File: src/rtl/vga_pkg.sv
// Shared VGA constants and types for the sprite overlay path.
// Contents: frame geometry defaults, colour width, coordinate widths,
// colour type and sprite position payload.
package vga_pkg;

   localparam int unsigned WIDTH      = 640;
   localparam int unsigned HEIGHT     = 480;
   localparam int unsigned COLOR_BITS = 12;
   localparam int unsigned XW         = $clog2(WIDTH);
   localparam int unsigned YW         = $clog2(HEIGHT);

   typedef logic [COLOR_BITS-1:0] color_t;

   // Top-left corner of a sprite
   typedef struct packed {
      logic [XW-1:0] x;
      logic [YW-1:0] y;
   } pos_t;

endpackage

File: src/rtl/btn_sync.sv
// Two-flop synchroniser for one raw push button, with a registered
// rising-edge pulse derived from the synchronised level.
// Ports:
//   clk, reset   pixel clock, async active-low reset
//   i_btn        raw asynchronous button
//   o_level      synchronised level (2 clk after the input)
//   o_rise       one-clk pulse on a synchronised 0->1 transition
module btn_sync (
   input  logic clk,
   input  logic reset,
   input  logic i_btn,
   output logic o_level,
   output logic o_rise
);

   logic r_meta;
   logic r_sync;
   logic r_prev;
   logic r_rise;

   // Synchroniser chain and edge detector
   always_ff @(posedge clk or negedge reset) begin
      if (!reset) begin
         r_meta <= 1'b0;
         r_sync <= 1'b0;
         r_prev <= 1'b0;
         r_rise <= 1'b0;
      end else begin
         r_meta <= i_btn;
         r_sync <= r_meta;
         r_prev <= r_sync;
         r_rise <= r_sync & ~r_prev;
      end
   end

   assign o_level = r_sync;
   assign o_rise  = r_rise;

endmodule

File: src/rtl/vga_sprite_overlay.sv
// Multi-sprite overlay between the palette/timing path and the VGA pins.
// Draws NUM_SPRITES solid rectangles over bgColor; one sprite at a time is
// selected (BTNC) and moved once per frame (BTNU/D/L/R), with a 1-px outline.
// Ports:
//   clk, reset            pixel clock, async active-low reset
//   BTNU/BTND/BTNL/BTNR   raw direction buttons
//   BTNC                  raw select button
//   screenEnd             one-clk pulse between frames
//   active, hSyncIn, vSyncIn, x, y, bgColor   timing/pixel input
//   hSyncOut, vSyncOut, colorOut               1-clk delayed outputs
//   selIndex              selected sprite index
module vga_sprite_overlay #(
   parameter int unsigned WIDTH        = vga_pkg::WIDTH,
   parameter int unsigned HEIGHT       = vga_pkg::HEIGHT,
   parameter int unsigned NUM_SPRITES  = 4,
   parameter int unsigned SPRITE_W     = 75,
   parameter int unsigned SPRITE_H     = 75,
   parameter int unsigned STEP         = 1,
   parameter int unsigned INIT_X       = 40,
   parameter int unsigned INIT_Y       = 200,
   parameter int unsigned INIT_SPACING = 150,
   parameter int unsigned COLOR_BITS   = vga_pkg::COLOR_BITS,
   parameter logic [NUM_SPRITES*COLOR_BITS-1:0] SPRITE_COLORS =
      {12'h00F, 12'h0F0, 12'hF00, 12'h000},
   parameter logic [COLOR_BITS-1:0] HILITE_COLOR = 12'hFFF
) (
   input  logic                  clk,
   input  logic                  reset,
   input  logic                  BTNU,
   input  logic                  BTND,
   input  logic                  BTNL,
   input  logic                  BTNR,
   input  logic                  BTNC,
   input  logic                  screenEnd,
   input  logic                  active,
   input  logic                  hSyncIn,
   input  logic                  vSyncIn,
   input  logic [9:0]            x,
   input  logic [8:0]            y,
   input  logic [COLOR_BITS-1:0] bgColor,
   output logic                  hSyncOut,
   output logic                  vSyncOut,
   output logic [COLOR_BITS-1:0] colorOut,
   output logic [2:0]            selIndex
);

   import vga_pkg::*;

   localparam int unsigned XMAX = WIDTH - SPRITE_W;
   localparam int unsigned YMAX = HEIGHT - SPRITE_H;
   localparam logic signed [XW:0] XMAX_S = (XW+1)'(XMAX);
   localparam logic signed [YW:0] YMAX_S = (YW+1)'(YMAX);
   localparam logic signed [XW:0] STEP_X = (XW+1)'(STEP);
   localparam logic signed [YW:0] STEP_Y = (YW+1)'(STEP);

   // Reset column of sprite i, kept fully on screen
   function automatic logic [XW-1:0] init_x(input int unsigned i);
      int unsigned v;
      v = INIT_X + i * INIT_SPACING;
      if (v > XMAX) v = XMAX;
      return XW'(v);
   endfunction

   // Button synchronisers: index 0..4 = U, D, L, R, C
   logic [4:0] w_btn_raw;
   logic [4:0] w_lvl;
   logic [4:0] w_rise;
   logic       w_unused;

   assign w_btn_raw = {BTNC, BTNR, BTNL, BTND, BTNU};

   for (genvar g = 0; g < 5; g++) begin : g_btn
      btn_sync u_sync (
         .clk     (clk),
         .reset   (reset),
         .i_btn   (w_btn_raw[g]),
         .o_level (w_lvl[g]),
         .o_rise  (w_rise[g])
      );
   end

   assign w_unused = ^{w_lvl[4], w_rise[3:0]};

   pos_t       r_pos [NUM_SPRITES];
   logic [2:0] r_sel;

   pos_t              w_cur;
   pos_t              w_nxt;
   logic signed [XW:0] w_dx;
   logic signed [YW:0] w_dy;
   logic signed [XW:0] w_xs;
   logic signed [YW:0] w_ys;

   // Position of the currently selected sprite
   always_comb begin
      w_cur = '0;
      for (int i = 0; i < NUM_SPRITES; i++) begin
         if (r_sel == 3'(i)) w_cur = r_pos[i];
      end
   end

   // Next position: opposing buttons cancel, result saturates at the screen edges
   always_comb begin
      w_dx = '0;
      w_dy = '0;
      if (w_lvl[3] && !w_lvl[2]) w_dx = STEP_X;
      else if (w_lvl[2] && !w_lvl[3]) w_dx = -STEP_X;
      if (w_lvl[1] && !w_lvl[0]) w_dy = STEP_Y;
      else if (w_lvl[0] && !w_lvl[1]) w_dy = -STEP_Y;

      w_xs = $signed({1'b0, w_cur.x}) + w_dx;
      w_ys = $signed({1'b0, w_cur.y}) + w_dy;

      if (w_xs < 0)           w_nxt.x = '0;
      else if (w_xs > XMAX_S) w_nxt.x = XMAX_S[XW-1:0];
      else                    w_nxt.x = w_xs[XW-1:0];

      if (w_ys < 0)           w_nxt.y = '0;
      else if (w_ys > YMAX_S) w_nxt.y = YMAX_S[YW-1:0];
      else                    w_nxt.y = w_ys[YW-1:0];
   end

   // Movement uses the pre-edge selection; a same-cycle select edge applies afterwards
   always_ff @(posedge clk or negedge reset) begin
      if (!reset) begin
         for (int i = 0; i < NUM_SPRITES; i++) begin
            r_pos[i].x <= init_x(i);
            r_pos[i].y <= YW'(INIT_Y);
         end
         r_sel <= '0;
      end else begin
         if (screenEnd) begin
            for (int i = 0; i < NUM_SPRITES; i++) begin
               if (r_sel == 3'(i)) r_pos[i] <= w_nxt;
            end
         end
         if (w_rise[4]) begin
            r_sel <= (r_sel == 3'(NUM_SPRITES - 1)) ? 3'd0 : r_sel + 3'd1;
         end
      end
   end

   // Per-sprite hit and border tests (inclusive left/top, exclusive right/bottom)
   logic [NUM_SPRITES-1:0] w_hit;
   logic [NUM_SPRITES-1:0] w_edge;

   for (genvar g = 0; g < NUM_SPRITES; g++) begin : g_hit
      logic [XW:0] w_x0;
      logic [YW:0] w_y0;
      logic [XW:0] w_px;
      logic [YW:0] w_py;
      assign w_x0 = {1'b0, r_pos[g].x};
      assign w_y0 = {1'b0, r_pos[g].y};
      assign w_px = {1'b0, x};
      assign w_py = {1'b0, y};
      assign w_hit[g]  = (w_px >= w_x0) && (w_px < w_x0 + (XW+1)'(SPRITE_W)) &&
                         (w_py >= w_y0) && (w_py < w_y0 + (YW+1)'(SPRITE_H));
      assign w_edge[g] = (w_px == w_x0) || (w_px == w_x0 + (XW+1)'(SPRITE_W - 1)) ||
                         (w_py == w_y0) || (w_py == w_y0 + (YW+1)'(SPRITE_H - 1));
   end

   logic                  w_hit_any;
   logic                  w_outline;
   logic [COLOR_BITS-1:0] w_col;

   // Lowest-index hit wins; the selected sprite's outline beats every sprite
   always_comb begin
      w_hit_any = 1'b0;
      w_outline = 1'b0;
      w_col     = '0;
      for (int i = 0; i < NUM_SPRITES; i++) begin
         if (w_hit[i] && !w_hit_any) begin
            w_hit_any = 1'b1;
            w_col     = SPRITE_COLORS[i*COLOR_BITS +: COLOR_BITS];
         end
         if ((r_sel == 3'(i)) && w_hit[i] && w_edge[i]) w_outline = 1'b1;
      end
   end

   logic [COLOR_BITS-1:0] r_color;
   logic                  r_hs;
   logic                  r_vs;

   // Single output stage keeping colour aligned with the syncs
   always_ff @(posedge clk or negedge reset) begin
      if (!reset) begin
         r_color <= '0;
         r_hs    <= 1'b1;
         r_vs    <= 1'b1;
      end else begin
         r_hs <= hSyncIn;
         r_vs <= vSyncIn;
         if (!active)        r_color <= '0;
         else if (w_outline) r_color <= HILITE_COLOR;
         else if (w_hit_any) r_color <= w_col;
         else                r_color <= bgColor;
      end
   end

   assign colorOut = r_color;
   assign hSyncOut = r_hs;
   assign vSyncOut = r_vs;
   assign selIndex = r_sel;

endmodule

File: config.mk
export PLATFORM = sky130hd
export DESIGN_NAME = vga_sprite_overlay
export DESIGN_NICKNAME = d
export VERILOG_FILES = /design/src/rtl/vga_pkg.sv /design/src/rtl/btn_sync.sv /design/src/rtl/vga_sprite_overlay.sv
export SDC_FILE = /design/constraint.sdc
export NUM_CORES = 1
export LEC_CHECK = 0
export ABC_AREA = 1
export CORE_MARGIN = 4
export CORE_UTILIZATION = 35
export CTS_CLUSTER_DIAMETER = 60
export DETAILED_ROUTE_END_ITERATION = 10
export GPL_ROUTABILITY_DRIVEN = 1
export PLACE_DENSITY = 0.59
export SETUP_SLACK_MARGIN = 0.02
export SYNTH_ARGS = -nofsm -noshare
export SYNTH_HDL_FRONTEND = slang
export SYNTH_SLANG_ARGS = --single-unit
File: constraint.sdc
create_clock -name clk -period 6.75 [get_ports clk]
set_input_delay 1.35 -clock clk [delete_from_list [all_inputs] [get_ports clk]]
set_output_delay 1.35 -clock clk [all_outputs]
set_load 0.005 [all_outputs]
==> key figures, run 1 <==
Run status
  – Status: completed

Global routing
  – Most used routing layer: met2
  – Gr ovfl total: 0
  – First-pass GRT wire length: roughly 66 mm
  – Largest net degree at the start of global routing: 55
  – Vias in the first global route: roughly 12000
  – Met2 usage: between 30% and 40%
  – Met3 Resource Use GR: roughly 3.3%
  – GR Util met1: about a quarter
  – Initial antenna violation count: 1
  – Global-route usage over all layers: 20.54%

Timing
  – Fin crit share: about 73%
  – Rel. slew slack: 35.33%
  – Slew @ Worst Pin: approximately 0.97 ns
  – Min cycle time layout: just under 5 ns
  – Max Slew Vio Count: 0
  – Final WS setup: roughly 1.8 ns
  – Setup-failing EPs final: 0
  – F_max: about 0.2 GHz
  – Clock skew: 0.009620 ns
  – Unrepaired setup endpoints after global routing: no
  – Hold Fails Final Rpt: 0
  – Setup_tns: 0 ns
  – WHS: ~0.35 ns

Clock network
  – CTS Hold Bufs: 0
  – Max Root-Sink Buffers: 2
  – CTS Root Cell: clkbuf_16
  – TritonCTS buffer count: 9
  – Register clock-pin slew on the reported worst setup and hold paths: 0.08 ns
  – Clk Latency, worst-skew pair: about 0.37 ns
  – Postcts setup bufs: 0
  – H-tree depth: 3
  – Clk sinks: ~110
  – TritonCTS clock tree: yes
  – Post-cts sizing count: 0

Final layout
  – Antenna cells: 0
  – Layout cells sized above 1: under 10%
  – Commonest non-fill, non-tap cells in the layout: 485 x nand2_1, 222 x inv_1, 204 x ha_1, 137 x nor2_1, 98 x o21ai_0
  – Area Overhead vs Synth: 10.47%
  – Fillers: around 3900
  – Final nets: ~2200
  – Commonest non-fill, non-tap cell in the layout: nand2_1

Route
  – Detail Route Antenna Nets: 0
  – Via/cell ratio: roughly 5.3
  – Avg WL per Cell: 17.63 um
  – Drt total wl: between 40 and 50 mm
  – DRC: 0
  – Starting DRT DRC Count: approximately 900
  – Drt pass-1 iters: 7
  – Vias: 12670

Yosys
  – Share of synthesized flip-flops with an asynchronous set or reset: 100.0%
  – Most area-hungry cell type in the Yosys netlist: ha_1
  – Mapped Cells: about 1900
  – EDFF count, synth: 0
  – Synth Flop Type: dfrtp_1
  – Top cells by area, synth: ha_1 20%, dfrtp_1 14%, nand2_1 14%, dfstp_2 6.5%, inv_1 6.4%
  – Top cell type's share of synthesized area: roughly a fifth
  – Yosys reg bits: between 100 and 150
  – Syn avg cell area: ~6.9 um2
  – Ys Warns: 0
  – Mapped Area: 0.01294 mm2
  – Unique masters post-synth: 60
  – Post-synthesis sequential area ratio: 20.61%
  – Syn nets: between 2000 and 2500

Setup path
  – WP data required: 7.04 ns
  – Crit-path max FO: 23
  – Worst r2r path cells: 21
  – Crit-path cells: inv_1 -> ha_1 -> nand2_1 -> clkinv_1 -> buf_4 -> a221oi_1 -> o22ai_1 -> fa_1 -> nand3_1 -> nand2_1 -> nand3_1 -> nand2_1 -> nand2_1 -> nand2_2 -> a21boi_2 -> xor2_2 -> buf_4 -> nand3_1 -> nand2_2 -> nand2_1 -> o21ai_0
  – Slowest CP cell: nand3_1
  – Max stage delay on crit path: around 0.67 ns
  – Crit path DAT: approximately 5.2 ns
  – Worst Setup End Kind: flop
  – Critical path class: reg -> reg
  – CP dominant cell by count: nand2_1
  – Crit start category: flop

Min path
  – WHS Path Cells: 0
  – HP Class: reg -> reg

Pwr
  – Pwr Density: 454.2 mW/mm2
  – Max IR drop VDD: 0.2408 mV
  – Leak: around 7.2 nW

Die
  – Core Box Area: between 0.03 and 0.04 mm2
  – Die H: around 200 um
  – FP Rows: 70
  – DIE AREA: 0.04013 mm2
  – Chip width: roughly 200 um
  – IO Pins: 59
  – Initial Util: roughly 35%

Placement
  – HPWL after DPL: between 30 and 40 mm
  – Buffers on Ports: 58
  – Placer Congestion: 0.9197
  – Place WS: 1.828 ns

Job
  – Max-cap violations: 0
==> cell families (layout without fill, tap and decap cells) <==
family | count (synthesis) | after routing | share of synthesized area (%)
adder cells (fa/ha/maj) | 206 | 206 | 20.03
AND/OR/NAND/NOR | 854 | 854 | 28.94
buffers and inverters | 288 | 334 | 8.825
flip-flops | 105 | 105 | 20.61
AO/OA/AOI/OAI | 300 | 300 | 13.32
XOR/XNOR | 120 | 120 | 8.283
==> sequential cells by signal, summed over array words and instances (netlist names) <==
| signal | cells |
|---|---|
| g_btn.u_sync.o_rise | 1 |
| vSyncOut | 1 |
| g_btn.u_sync.r_meta | 5 |
| g_hit.w_y0 | 36 |
| g_btn.u_sync.r_prev | 1 |
| g_hit.w_x0 | 40 |
| hSyncOut | 1 |
| colorOut | 12 |
| g_btn.u_sync.o_level | 5 |
| selIndex | 3 |
==> critical path, delay by kind of cell, from the launching register on <==
kind            cells  cell delay [ns]
simple gates       10             2.14
xor+xnor            1             0.13
fa+ha+maj           2             0.66
flops               1             0.39
compound gates      4             0.68
buf+inv             4             0.83
==> power breakdown <==
part	internal, mW	total [mW]	switching [mW]
clock network	0.277	0.546	0.269
registers	0.918	1.30	0.382
logic	1.69	4.65	2.96
total	2.88	6.49	3.61
==> cell type report <==
class,count,area [um2],area share [%]
multi-input combinational,1480,9135,63.88
sequential,105,2668,18.65
inverter,244,915.9,6.405
timing repair buffer,74,698.2,4.882
tap,468,585.6,4.095
clock buffer,11,252.7,1.767
clock inverter,5,45.04,0.3150
==> synthesized netlist by cell type, drive strengths merged (3+ instances only) <==
library cell,n
o21ai,133
o22ai,18
or2,3
dfrtp,73
xor2,87
nor2,164
a221oi,18
xnor2,32
clkinv,3
nand3b,15
nor4,3
nand3,86
o211ai,6
a21oi,85
inv,241
dfstp,32
nor3,8
o21bai,10
a31oi,6
clkbuf,26
nand4,61
nand2,509
buf,18
ha,204
a21o,12
==> metal layers <==
layer	part of all wire [%]	vias to the layer above	wire (um)
met5	0.031	-	13
met4	4.3	2	1789
met3	5.5	90	2329
met2	45	375	18950
met1	45	5925	18990
li1	-	6275	-
==> through the flow <==
| step | cells | power [mW] | util, % | instance area [um2] |
|---|---|---|---|---|
| final | 2387 | 6.495 | 39.15 | 14300 |
| after global routing | 2387 | 7.185 | 39.15 | 14300 |
| after floorplan | 1873 | 4.570 | - | 12940 |
| after global placement | 2371 | 5.790 | 38.34 | 14000 |
| after CTS | 2387 | 6.466 | 39.15 | 14300 |
| after detailed placement | 2371 | 5.892 | 38.34 | 14000 |
==> path summary, 6_finish.rpt <==
check	end	startpoint	slack, ns
setup / recovery	g_hit[3].w_x0[5]	selIndex[0]	1.82
hold / removal	g_btn[0].u_sync.o_level	g_btn[0].u_sync.r_meta	0.35
setup reg to reg	g_hit[3].w_x0[5]	selIndex[0]	1.82
hold reg to reg	g_btn[0].u_sync.o_level	g_btn[0].u_sync.r_meta	0.35
max in group asynchronous	g_hit[2].w_x0[3]	reset	4.50
min in group asynchronous	g_btn[4].u_sync.r_meta	reset	1.05
Note: power is estimated with default switching activity, not from simulation.
==> inputs of run 2 (changes only) <==
Clock period 6.75 ns to 4.85 ns, I/O delays scaled along.
==> key figures, run 2 (same netlist as run 1, synthesis figures left out) <==
Run status
  – Status: completed

Timing
  – Hold Fails Final Rpt: 0
  – Setup-failing EPs final: 0
  – Rel. slew slack: a little over two fifths
  – Unrepaired setup endpoints after global routing: no
  – Min cycle time layout: roughly 4 ns
  – WHS: between 0.3 and 0.4 ns
  – Fin crit share: 83.90%
  – Max Slew Vio Count: 0
  – F_max: between 0.2 and 0.25 GHz
  – Clock skew: roughly 0.018 ns
  – Slew @ Worst Pin: slightly below 0.9 ns
  – Setup_tns: 0 ns
  – Final WS setup: between 0.7 and 0.8 ns

Global routing
  – Largest net degree at the start of global routing: 62
  – Global-route usage over all layers: between 20% and 30%
  – Initial antenna violation count: 0
  – Vias in the first global route: about 12000
  – Gr ovfl total: 0
  – First-pass GRT wire length: roughly 66 mm

Setup path
  – Crit-path max FO: 22
  – Crit path DAT: between 4 and 5 ns
  – Crit start category: flop
  – CP top delay family: simple AND/OR/NAND/NOR gates
  – Slowest CP cell: nand2_1
  – Critical path class: reg -> reg
  – Worst Setup End Kind: flop
  – CP Depth: 15
  – Worst r2r path cells: 15
  – CP bufs+invs: 1
  – Max stage delay on crit path: 0.58 ns
  – WP data required: roughly 5.1 ns
  – Crit-path cells: ha_1 -> nand2_1 -> buf_4 -> o21ai_0 -> o22ai_1 -> fa_1 -> a21oi_1 -> o21bai_2 -> nand3_1 -> o21ai_0 -> xor2_1 -> nand4_2 -> nand2_1 -> nand2_1 -> o21ai_0

Clock network
  – Post-cts sizing count: 0
  – Postcts setup bufs: 0
  – Clk Latency, worst-skew pair: approximately 0.37 ns
  – Clk sinks: approximately 110
  – TritonCTS clock tree: yes
  – Max Root-Sink Buffers: 2
  – H-tree depth: 3
  – Register clock-pin slew on the reported worst setup and hold paths: approximately 0.08 ns
  – CTS Hold Bufs: 0
  – CTS Root Cell: clkbuf_16
  – TritonCTS buffer count: 9

Min path
  – WHS Path Cells: 0
  – HP Class: reg -> reg

Placement
  – Placer Congestion: roughly 0.9
  – # placed instances: 2382
  – Place WS: around 0.66 ns
  – Buffers on Ports: between 50 and 60
  – HPWL after DPL: around 33 mm
  – DP Area: 0.01408 mm2

Pwr
  – Logic pwr share: 71.7%
  – Sw Share: 55.43%
  – Internal Power: slightly above 4 mW
  – Clk pwr share: around 8.4%
  – Max IR drop VDD: between 0.3 and 0.4 mV
  – Pwr Density: 628.2 mW/mm2
  – Leak: just over 7 nW
  – Sequential power share: 19.9%
  – Total power: 9.028 mW
  – Psw: around 5.0 mW

Job
  – Max-cap violations: 0

Route
  – Via/cell ratio: between 5 and 6
  – Detail Route Antenna Nets: 0
  – Drt total wl: between 40 and 50 mm
  – Starting DRT DRC Count: 1042
  – Drt pass-1 iters: 5
  – DRC: 0
  – Vias: 12570
  – Avg WL per Cell: 17.42 um

Die
  – DIE AREA: between 0.04 and 0.05 mm2
  – Die H: 200.3 um
  – Initial Util: between 30% and 40%
  – Chip width: ~200 um
  – IO Pins: between 50 and 60
  – FP Rows: 70
  – Core Box Area: approximately 0.037 mm2

Final layout
  – Commonest non-fill, non-tap cells in the layout: 485 x nand2_1, 222 x inv_1, 204 x ha_1, 137 x nor2_1, 98 x o21ai_0
  – Layout cells sized above 1: between 8 and 9%
  – Commonest non-fill, non-tap cell in the layout: nand2_1
  – Final design utilization: 39.35%
  – Final nets: roughly 2200
  – Design area: about 0.014 mm2
  – Area Overhead vs Synth: 11.02%
  – Max reg flops: 40
  – Post-Layout Cell Count: around 2400
  – Antenna cells: 0
  – Fillers: around 3800
[run 2: path summary, 6_finish.rpt]
| path | from | end | slack, ns |
|---|---|---|---|
| max in group asynchronous | reset | g_hit[2].w_y0[8] | 3.01 |
| min in group asynchronous | reset | g_btn[4].u_sync.o_level | 0.70 |
| setup reg to reg | selIndex[0] | g_hit[2].w_y0[0] | 0.78 |
| hold / removal | g_btn[0].u_sync.r_meta | g_btn[0].u_sync.o_level | 0.35 |
| hold reg to reg | g_btn[0].u_sync.r_meta | g_btn[0].u_sync.o_level | 0.35 |
| setup / recovery | selIndex[0] | g_hit[2].w_y0[0] | 0.78 |
[run 2: cell type report]
class                   count  area (um2)  share of cell area [%]
repair buffers             85       780.7                   5.433
inverters                 244       915.9                   6.373
multi-input cells        1480        9135                   63.56
flip-flops and latches    105        2668                   18.56
clock inverters             5       43.79                  0.3047
clock buffers              11       242.7                   1.689
well taps                 468       585.6                   4.075
[run 2: routing by layer]
metal	track usage, %	vias to the layer above	wire length (um)
met5	0	-	0
met1	27.02	5864	18920
met3	2.865	67	2338
li1	-	6290	-
met4	7.203	0	1459
met2	34.42	346	19070
[run 2: power by group through the flow]
stage,clock (mW),sequential (mW),combinational [mW]
2_1_floorplan,0,1.55,4.81
3_3_place_gp,0,1.80,6.29
3_5_place_dp,0,1.80,6.40
4_1_cts,0.772,1.79,6.44
5_1_grt,0.793,1.85,7.36
6_report,0.754,1.80,6.48
==> inputs of run 3 (changes only) <==
Settings changed: PLACE_DENSITY 0.59 to 0.61.
Clock period 4.85 ns to 3.4 ns, I/O delays scaled along.
==> key figures, run 3 (same netlist as run 1, synthesis figures left out) <==
Run status
  – Status: completed

Die
  – DIE AREA: between 0.04 and 0.05 mm2
  – Die H: approximately 200 um
  – Chip width: 200.3 um
  – Initial Util: between 30% and 40%
  – IO Pins: 59
  – Core Box Area: 0.03652 mm2
  – FP Rows: 70

Global routing
  – Global-route usage over all layers: 20.74%
  – Gr ovfl total: 0
  – Largest net degree at the start of global routing: 56
  – Initial antenna violation count: 1
  – Vias in the first global route: 12590
  – First-pass GRT wire length: around 67 mm

Min path
  – HP Class: in -> async

Timing
  – Max Slew Vio Count: 0
  – Rel. slew slack: between 50% and 60%
  – F_max: around 0.30 GHz
  – Fin crit share: 98.94%
  – WHS: ~0.35 ns
  – Clock skew: 0.01479 ns
  – Setup-failing EPs final: 0
  – Final WS setup: 0.03611 ns
  – Unrepaired setup endpoints after global routing: yes
  – Slew @ Worst Pin: 0.7236 ns
  – Min cycle time layout: ~3.4 ns
  – Hold Fails Final Rpt: 0

Final layout
  – Max reg flops: 40
  – Layout cells sized above 1: roughly 18%
  – Antenna cells: 0
  – Commonest non-fill, non-tap cells in the layout: 465 x nand2_1, 215 x inv_1, 196 x ha_1, 133 x nor2_1, 110 x buf_4
  – Multi-input logic area: 0.009704 mm2
  – Post-Layout Cell Count: ~2500
  – Area Overhead vs Synth: 23.89%
  – Fillers: between 3000 and 4000
  – Commonest non-fill, non-tap cell in the layout: nand2_1
  – Reg area: around 0.0027 mm2
  – Final nets: between 2000 and 2500

Placement
  – Place WS: -0.3433 ns
  – Placer Congestion: between 0.9 and 1
  – Buffers on Ports: 58
  – HPWL after DPL: around 34 mm
  – # placed instances: 2462

Clock network
  – CTS Hold Bufs: 0
  – H-tree depth: 3
  – TritonCTS clock tree: yes
  – Max Root-Sink Buffers: 2
  – TritonCTS buffer count: 9
  – Clk Latency, worst-skew pair: 0.37 ns
  – CTS Root Cell: clkbuf_16
  – Register clock-pin slew on the reported worst setup and hold paths: roughly 0.09 ns
  – Clk sinks: around 110

Setup path
  – Crit-path max FO: 5
  – WP data required: about 3.6 ns
  – Critical path class: reg -> reg
  – Crit start category: flop
  – Crit path DAT: ~3.6 ns
  – Worst Setup End Kind: flop

Pwr
  – Total power: between 10 and 15 mW
  – Leak: approximately 8.0 nW
  – Max IR drop VDD: 0.4879 mV
  – Pwr Density: around 930 mW/mm2

Route
  – Starting DRT DRC Count: slightly below 900
  – Drt pass-1 iters: 5
  – DRC: 0
  – Via/cell ratio: around 5.3
  – Avg WL per Cell: 17.48 um
  – Vias: around 13000
  – Drt total wl: roughly 44 mm
  – Detail Route Antenna Nets: 0

Job
  – Max-cap violations: 0
==> run 3: where the power goes <==
group	total, mW	switching, mW	internal, mW
Sequential	2.56	0.736	1.82
Combinational	11.2	6.63	4.57
Clock	1.09	0.570	0.520
==> run 3: layout make-up <==
class / instances / area share [%]
sequential: 105 / 16.66
clock buffer: 10 / 1.428
timing repair buffer: 193 / 11.62
multi-input combinational: 1484 / 60.51
clock inverter: 6 / 0.3589
tap: 468 / 3.651
inverter: 244 / 5.773
==> run 3: worst paths after layout <==
check / slack (ns) / start / to / depth (start not counted)
max: 0.04 / selIndex[0] / g_hit[0].w_x0[8] / 22
min: 0.35 / reset / colorOut[7] / 1
max reg2reg: 0.04 / selIndex[0] / g_hit[0].w_x0[8] / 22
max in group asynchronous: 2.24 / reset / g_hit[0].w_y0[3] / 2
min in group clk: 0.35 / g_btn[1].u_sync.r_meta / g_btn[1].u_sync.o_level / 0
min reg2reg: 0.35 / g_btn[1].u_sync.r_meta / g_btn[1].u_sync.o_level / 0
==> run 3: stage by stage <==
step | util (%) | TNS, ns | instance area (um2)
final | 43.91 | 0 | 16040
after global routing | 43.91 | -2.430 | 16040
after CTS | 42.52 | 0 | 15530
after detailed placement | 40.79 | -20.43 | 14900
after global placement | 40.79 | -12.95 | 14900
after floorplan | - | 0 | 12950
==> run 3: layer usage <==
layer / global-route usage (%) / share of wire, %
met1: 26.61 / 43
met2: 36.13 / 47
met3: 2.477 / 5.7
met4: 7.325 / 3.9
met5: 0 / 0.030
==> run 3: repair_timing <==
item	in CTS	in global routing
setup endpoints to repair	76	88
pin swaps	21	38
setup buffers	15	11
cloned	2	4
gates resized for setup	45	101
==> run 3: worst max-delay path, cell delays in order, from the launching register on <==
cell and delay [ns]:
dfrtp_2 0.42, inv_2 0.05, buf_4 0.14, ha_4 0.16
nand2_4 0.09, clkinv_4 0.08, buf_4 0.15, a221oi_2 0.22
o22ai_2 0.14, ha_1 0.35, a21oi_2 0.16, nand2_2 0.09
nand3_2 0.06, nand2_2 0.06, nand2_2 0.06, nand2_2 0.05
a21boi_2 0.16, xor2_2 0.15, buf_6 0.14, buf_6 0.10
nand2_2 0.04, nand3b_1 0.23, o21ai_1 0.13
